$ cat config.mk
export PLATFORM = sky130hd
export DESIGN_NAME = decode_pipe
export DESIGN_NICKNAME = d
export VERILOG_FILES = /design/src/rtl/decode_pipe.sv
export SDC_FILE = /design/constraint.sdc
export NUM_CORES = 1
export LEC_CHECK = 0
export BUFFER_PORTS_ARGS = -buffer_cell sky130_fd_sc_hd__buf_4
export CAP_MARGIN = 20
export CORE_MARGIN = 2
export CORE_UTILIZATION = 49
export CTS_CLUSTER_DIAMETER = 120
export DETAILED_ROUTE_END_ITERATION = 6
export PLACE_DENSITY = 0.66
export SETUP_SLACK_MARGIN = 0.3
export SLEW_MARGIN = 10
export SYNTH_ARGS = -nofsm -noshare
export SYNTH_HDL_FRONTEND = slang
export SYNTH_SLANG_ARGS = --single-unit
$ cat constraint.sdc
create_clock -name clk -period 6.3 [get_ports clk]
set_clock_uncertainty 0.2 [all_clocks]
set_input_delay 0.315 -clock clk [delete_from_list [all_inputs] [get_ports clk]]
set_output_delay 0.315 -clock clk [all_outputs]
set_load 0.01 [all_outputs]
$ cat src/rtl/decode_pipe.sv
// -----------------------------------------------------------------------------
// decode_pipe
//
// Single-stage instruction decode with an 8-entry register file, write-back
// bypass, a busy-bit scoreboard for RAW hazards and a registered output with a
// valid/ready handshake. An instruction accepted in cycle N is presented on
// the out_* ports in cycle N+1 and held stable until it is taken or flushed.
//
// Ports
//   clk, reset          single clock, synchronous active-high reset
//   flush               kill the held output instruction (branch taken)
//   in_valid, in_ready  instruction input handshake
//   instr[15:0]         {opcode[3:0], imm_flag, rd[2:0], rs1[2:0], rs2[2:0]/imm[4:0]}
//   wb_en/wb_rd/wb_data register-file write-back port
//   out_valid/out_ready decoded-instruction handshake
//   out_opcode, out_imm_flag, out_rd, out_imm   decoded fields
//   out_op1, out_op2, out_branch_target        operands and branch target
//
// Parameters
//   DATA_W      operand / register / target width (16..64)
//   IMM_SIGNED  0: zero-extend imm, 1: sign-extend imm from bit 4
//   WR_MASK     bit k set means opcode k writes rd
// -----------------------------------------------------------------------------
module decode_pipe #(
   parameter int          DATA_W     = 16,
   parameter int          IMM_SIGNED = 0,
   parameter logic [15:0] WR_MASK    = 16'hFFFE
) (
   input  logic              clk,
   input  logic              reset,
   input  logic              flush,

   input  logic              in_valid,
   output logic              in_ready,
   input  logic [15:0]       instr,

   input  logic              wb_en,
   input  logic [2:0]        wb_rd,
   input  logic [DATA_W-1:0] wb_data,

   output logic              out_valid,
   input  logic              out_ready,
   output logic [3:0]        out_opcode,
   output logic              out_imm_flag,
   output logic [2:0]        out_rd,
   output logic [4:0]        out_imm,
   output logic [DATA_W-1:0] out_op1,
   output logic [DATA_W-1:0] out_op2,
   output logic [DATA_W-1:0] out_branch_target
);

   // ---------------------------------------------------------------------------
   // State
   // ---------------------------------------------------------------------------
   logic [DATA_W-1:0] rf_q [8];
   logic [DATA_W-1:0] rf_d [8];
   logic [7:0]        busy_q,       busy_d;

   logic              out_valid_q,  out_valid_d;
   logic [3:0]        out_opcode_q, out_opcode_d;
   logic              out_imm_flag_q, out_imm_flag_d;
   logic [2:0]        out_rd_q,     out_rd_d;
   logic [4:0]        out_imm_q,    out_imm_d;
   logic [DATA_W-1:0] out_op1_q,    out_op1_d;
   logic [DATA_W-1:0] out_op2_q,    out_op2_d;
   logic [DATA_W-1:0] out_target_q, out_target_d;

   // ---------------------------------------------------------------------------
   // Field decode of the incoming instruction
   // ---------------------------------------------------------------------------
   logic [3:0] in_opcode;
   logic       in_imm_flag;
   logic [2:0] in_rd;
   logic [2:0] in_rs1;
   logic [2:0] in_rs2;
   logic [4:0] in_imm;

   assign in_opcode   = instr[15:12];
   assign in_imm_flag = instr[11];
   assign in_rd       = instr[10:8];
   assign in_rs1      = instr[7:5];
   assign in_rs2      = instr[4:2];
   assign in_imm      = instr[4:0];

   // ---------------------------------------------------------------------------
   // Operand read with write-back bypass, immediate extension, hazard detect
   // ---------------------------------------------------------------------------
   logic              wb_hit_rs1;
   logic              wb_hit_rs2;
   logic [DATA_W-1:0] rs1_val;
   logic [DATA_W-1:0] rs2_val;
   logic [DATA_W-1:0] imm_ext;
   logic [DATA_W-1:0] target_ext;
   logic              held_writes;
   logic              haz_rs1;
   logic              haz_rs2;
   logic              hazard;
   logic              xfer_in;
   logic              xfer_out;

   always_comb begin
      // NOTE: every signal written in an always_comb gets a value on every path
      // (here, unconditionally up front) so no latch can be inferred.
      wb_hit_rs1 = wb_en && (wb_rd == in_rs1);
      wb_hit_rs2 = wb_en && (wb_rd == in_rs2);

      rs1_val = wb_hit_rs1 ? wb_data : rf_q[in_rs1];
      rs2_val = wb_hit_rs2 ? wb_data : rf_q[in_rs2];

      if (IMM_SIGNED != 0) begin
         imm_ext = {{(DATA_W-5){in_imm[4]}}, in_imm};
      end else begin
         imm_ext = {{(DATA_W-5){1'b0}}, in_imm};
      end

      target_ext = {{(DATA_W-11){1'b0}}, instr[10:0]};

      // The held instruction has not set its busy bit yet (that happens on
      // transfer out), so its destination is compared separately. A write-back
      // arriving this cycle only cancels the scoreboard contribution: it
      // carries an older value, not the one the held instruction will produce.
      held_writes = out_valid_q && WR_MASK[out_opcode_q];

      haz_rs1 = (busy_q[in_rs1] && !wb_hit_rs1)
             || (held_writes && (out_rd_q == in_rs1));
      haz_rs2 = !in_imm_flag
             && ((busy_q[in_rs2] && !wb_hit_rs2)
              || (held_writes && (out_rd_q == in_rs2)));
      hazard  = haz_rs1 || haz_rs2;

      in_ready = (!out_valid_q || out_ready) && !hazard && !flush && !reset;
      xfer_in  = in_valid && in_ready;
      // A flush in the same cycle as out_ready wins: the instruction is killed,
      // not delivered.
      xfer_out = out_valid_q && out_ready && !flush;
   end

   // ---------------------------------------------------------------------------
   // Next-state logic
   // ---------------------------------------------------------------------------
   always_comb begin
      rf_d = rf_q;
      if (wb_en) begin
         rf_d[wb_rd] = wb_data;
      end

      // Clear first, then set, so a same-cycle set of the same bit wins.
      busy_d = busy_q;
      if (wb_en) begin
         busy_d[wb_rd] = 1'b0;
      end
      if (xfer_out && WR_MASK[out_opcode_q]) begin
         busy_d[out_rd_q] = 1'b1;
      end

      out_valid_d    = out_valid_q;
      out_opcode_d   = out_opcode_q;
      out_imm_flag_d = out_imm_flag_q;
      out_rd_d       = out_rd_q;
      out_imm_d      = out_imm_q;
      out_op1_d      = out_op1_q;
      out_op2_d      = out_op2_q;
      out_target_d   = out_target_q;

      if (xfer_in) begin
         // in_ready already excludes flush, so loading never races a kill.
         out_valid_d    = 1'b1;
         out_opcode_d   = in_opcode;
         out_imm_flag_d = in_imm_flag;
         out_rd_d       = in_rd;
         out_imm_d      = in_imm;
         out_op1_d      = rs1_val;
         out_op2_d      = in_imm_flag ? imm_ext : rs2_val;
         out_target_d   = target_ext;
      end else if (flush || xfer_out) begin
         out_valid_d = 1'b0;
      end
   end

   // ---------------------------------------------------------------------------
   // Registers
   // ---------------------------------------------------------------------------
   always_ff @(posedge clk) begin
      // NOTE: sequential state is updated with non-blocking assignments only,
      // so every flop samples pre-edge values regardless of statement order.
      if (reset) begin
         // NOTE: the register file is built from flops and must read as zero
         // after reset, so it is cleared here like any other state; a RAM
         // macro could not be reset this way.
         for (int i = 0; i < 8; i++) begin
            rf_q[i] <= '0;
         end
         busy_q         <= '0;
         out_valid_q    <= 1'b0;
         out_opcode_q   <= '0;
         out_imm_flag_q <= 1'b0;
         out_rd_q       <= '0;
         out_imm_q      <= '0;
         out_op1_q      <= '0;
         out_op2_q      <= '0;
         out_target_q   <= '0;
      end else begin
         rf_q           <= rf_d;
         busy_q         <= busy_d;
         out_valid_q    <= out_valid_d;
         out_opcode_q   <= out_opcode_d;
         out_imm_flag_q <= out_imm_flag_d;
         out_rd_q       <= out_rd_d;
         out_imm_q      <= out_imm_d;
         out_op1_q      <= out_op1_d;
         out_op2_q      <= out_op2_d;
         out_target_q   <= out_target_d;
      end
   end

   // ---------------------------------------------------------------------------
   // Outputs
   // ---------------------------------------------------------------------------
   assign out_valid         = out_valid_q;
   assign out_opcode        = out_opcode_q;
   assign out_imm_flag      = out_imm_flag_q;
   assign out_rd            = out_rd_q;
   assign out_imm           = out_imm_q;
   assign out_op1           = out_op1_q;
   assign out_op2           = out_op2_q;
   assign out_branch_target = out_target_q;

endmodule

==> impl_metrics.yaml <==
floorplan:
  start_util_pct: 50.0
  fp.dieW_um: 142
  num_io_pins: 104
  coreArea_um2: 18800
  rows: 50
  die_area_um2: 20300
  chipHeight_um: 142
pwr:
  p_int_mw: 2.01
  share_clk_of_total_power_pct: 43.3
  power_switching_mw: 0.657
  switching_share_pct: 24.6
  power_density_nw_per_um2: 245
  static-leakage-power_nw: 4.27
  sequentialPowerShare_pct: 45.9
  comb_power_share_pct: 10.9
  max-vdd-ir-drop_mv: 0.173
  design_power_total_mw: 2.67
critical_path:
  setup.worst_path.start_class: "input pin"
  timing.critical_path.mode_cell: "sky130_fd_sc_hd__buf_4"
  timing.critical_path.fanout_max: 32
  critical_setup_path_class: "in2reg"
  crit_path_cell_trace: "dlygate4sd3_1 -> buf_4 -> or3_1 -> nor4b_1 -> nand3_2 -> buf_4 -> mux2_2"
  critical_path.n_buffers_inverters: 3
  timing.critical_path.slowest_cell_delay_ns: 0.56
  crit_path_top_delay_cell: "sky130_fd_sc_hd__dlygate4sd3_1"
  critical-path-top-delay-family: "simple AND/OR/NAND/NOR gates"
  worst-endpoint-required_ns: 6.43
  worstSetupEndpointType: "register"
  r2r_slack_ns: 3.33
  critical_path_arrival_ns: 3.17
synthesis:
  netlist_instances: 1029
  top_cell_type_by_total_area_after_synthesis: "sky130_fd_sc_hd__dfxtp_1"
  portion_of_the_post_synthesis_area_used_by_sequential_elements_pct: 39.7
  synth_edf_count: 0
  synth_most_common_cell: "sky130_fd_sc_hd__nand2_1"
  top_cell_types_by_occurrence_after_synthesis: "sky130_fd_sc_hd__nand2_1 (292), sky130_fd_sc_hd__dfxtp_1 (186), sky130_fd_sc_hd__a21oi_1 (130), sky130_fd_sc_hd__mux4_2 (67)"
  synth_ff_type: "sky130_fd_sc_hd__dfxtp_1"
  yosys-top-cells-area: "sky130_fd_sc_hd__dfxtp_1 (40%), sky130_fd_sc_hd__mux4_2 (16%), sky130_fd_sc_hd__nand2_1 (12%)"
  yosys.cell_types.count: 42
  synthesis.yosys.warnings: 0
  syn_avg_cell_area_um2: 9.12
  ys_async_sr_fraction_pct: 0
  synth_seq_cells: 186
  cell_area_after_synthesis_um2: 9380
  synth_top_area_share_pct: 39.7
detailed_routing:
  detail-route-antenna-nets: 0
  detail_route.drc_violations: 0
  initialDrtViolationCount: 680
  routed_wire_length_per_instance_um: 20.2
  vias_per_cell: 5.77
  drtPass1Iterations: 7
  vias_post_dr: 7649
  routed_wl_um: 26800
layout:
  antenna_cell_count: 0
  finalNetCount: 1120
  register_area_um2: 3720
  area_taken_by_multi_input_logic_gates_um2: 5180
  flow.area_growth_from_synthesis_pct: 16.3
  drive_gt1_share_pct: 21.0
  final.fill_count: 1674
grt:
  met2_usage_pct: 45.0
  track_usage_pct: 26.8
  grt_pass1_wl_um: 41400
  grt_use_met1_pct: 34.9
  top_usage_layer: "met2"
  grt_pass1_vias: 7247
  globalRoute.totalOverflow: 0
  grt_max_degree: 96
  antenna_found_initial: 0
  grtUsageMet3_pct: 5.22
timing:
  period_share_pct: 48.3
  setup_violations: 0
  worst_slew_margin_rel_pct: 26.5
  fin_tns_setup_ns: 0
  report.final.hold_viol_count: 0
  worst_pin_slew_ns: 1.10
  timing.fmax_mhz: 329
  rsz_0062_raised_after_global_routing: "false"
  fin_crit_ns: 3.04
  final_max_slew_viol_count: 0
placed_design:
  gp_congestion: 0.824
  portBuffers: 98
  place_hpwl_um: 15600
clock_network:
  clock_buffer_depth: 2
  htreeDepth: 4
  cts_root_buf: "sky130_fd_sc_hd__clkbuf_16"
  gates_resized_cts_repair: 0
  numCtsBuffers: 17
  cts_setup_buffers: 0
  cts_tree: "done"
  cts.hold.buffers_added: 28
  clk_pin_slew_worst_paths_ns: 0.07
  clock_tree_sinks: 186
  insertion_delay_ns: 0.44
worst_hold_path:
  hold_path.class: "in2reg"
outcome:
  outcome: "completed"
flow_run:
  timing.max_cap.violations: 0
cell type report:
type	count	share of cell area, %
Multi-Input combinational cell	737	47.5
Sequential cell	186	34.1
Clock inverter	10	1.52
Clock buffer	22	4.25
Tap cell	234	2.68
Inverter	4	0.138
Timing Repair Buffer	133	9.82
power by group through the flow:
stage	Clock, mW	Combinational, mW	Sequential [mW]
final	1.15	0.290	1.22
after detailed placement	0	0.274	1.25
after floorplan	0	0.189	1.25
after CTS	1.17	0.288	1.22
after global placement	0	0.271	1.25
after global routing	1.21	0.311	1.23
sequential cells by signal, indices dropped and copies added, names as in the netlist, named ones only:
name               count
out_rd                 3
out_opcode             4
out_valid              1
out_imm                4
out_op1               16
out_op2               16
busy_q                 8
out_branch_target      4
out_imm_flag           1
rf_q                 128
path summary, 6_finish.rpt:
check | startpoint | endpoint | depth (start not counted)
setup reg to reg | out_rd[2] | out_branch_target[4] | 6
setup / recovery | flush | out_branch_target[4] | 7
hold reg to reg | rf_q[40] | rf_q[40] | 2
hold / removal | instr[11] | out_op2[1] | 4
routing by layer:
layer / wire (µm) / up-vias
met5: 0 / -
met4: 546 / 0
met3: 1890 / 44
met2: 12700 / 297
met1: 11700 / 3668
li1: - / 3640
placed cells by master (no fill, tap or decap), types with 3 or more instances in the layout:
master | synthesis | layout
sky130_fd_sc_hd__clkbuf_1 | 62 | 3
sky130_fd_sc_hd__dlygate4sd3_1 | 0 | 28
sky130_fd_sc_hd__dfxtp_1 | 186 | 186
sky130_fd_sc_hd__o211ai_1 | 11 | 11
sky130_fd_sc_hd__bufinv_16 | 0 | 4
sky130_fd_sc_hd__mux2i_1 | 62 | 62
sky130_fd_sc_hd__clkinv_4 | 0 | 3
sky130_fd_sc_hd__mux2_2 | 18 | 18
sky130_fd_sc_hd__nor2_2 | 0 | 6
sky130_fd_sc_hd__xnor2_1 | 6 | 6
sky130_fd_sc_hd__o21ai_0 | 19 | 19
sky130_fd_sc_hd__mux4_2 | 67 | 67
sky130_fd_sc_hd__a22oi_1 | 7 | 7
sky130_fd_sc_hd__nor2b_1 | 24 | 24
sky130_fd_sc_hd__nand4_1 | 3 | 3
sky130_fd_sc_hd__nand2_1 | 292 | 292
sky130_fd_sc_hd__nand3_1 | 5 | 5
sky130_fd_sc_hd__nor2_1 | 18 | 12
sky130_fd_sc_hd__nand2b_1 | 34 | 34
sky130_fd_sc_hd__mux2_1 | 5 | 5
sky130_fd_sc_hd__a21oi_1 | 130 | 130
sky130_fd_sc_hd__conb_1 | 1 | 5
sky130_fd_sc_hd__nor4_1 | 3 | 3
sky130_fd_sc_hd__xor2_1 | 6 | 6
sky130_fd_sc_hd__clkbuf_16 | 0 | 17
sky130_fd_sc_hd__buf_4 | 16 | 104
sky130_fd_sc_hd__inv_1 | 4 | 4
cell families (layout without fill, tap and decap cells):
logic type      after synthesis  count (layout)  share of synthesized area, %
simple gates                392             392                          18.0
xor+xnor                     12              12                          1.12
compound gates              176             176                          10.1
buf+inv                     110             169                          5.59
mux                         152             152                          25.5
flops                       186             186                          39.7
other cells                   1               5                        0.0400
through the flow:
| step | area [µm²] | hold WS (ns) | worst slack, ns | utilization (%) | instances |
|---|---|---|---|---|---|
| after floorplan | 9400 | 0.225 | 4.11 | - | 1033 |
| after global placement | 9990 | 0.251 | 2.88 | 53.2 | 1265 |
| after detailed placement | 9990 | 0.258 | 2.85 | 53.2 | 1265 |
| after CTS | 10900 | 0.0877 | 3.28 | 58.1 | 1325 |
| after global routing | 10900 | 0.152 | 3.11 | 58.2 | 1326 |
| final | 10900 | 0.0985 | 3.26 | 58.2 | 1326 |
tightest hold or removal path: stages:
cell                      delay [ns]
sky130_fd_sc_hd__buf_4          0.16
sky130_fd_sc_hd__nand2_1        0.06
sky130_fd_sc_hd__o21ai_0        0.05
sky130_fd_sc_hd__mux2_1         0.11
Note: power is estimated with default switching activity, not from simulation.
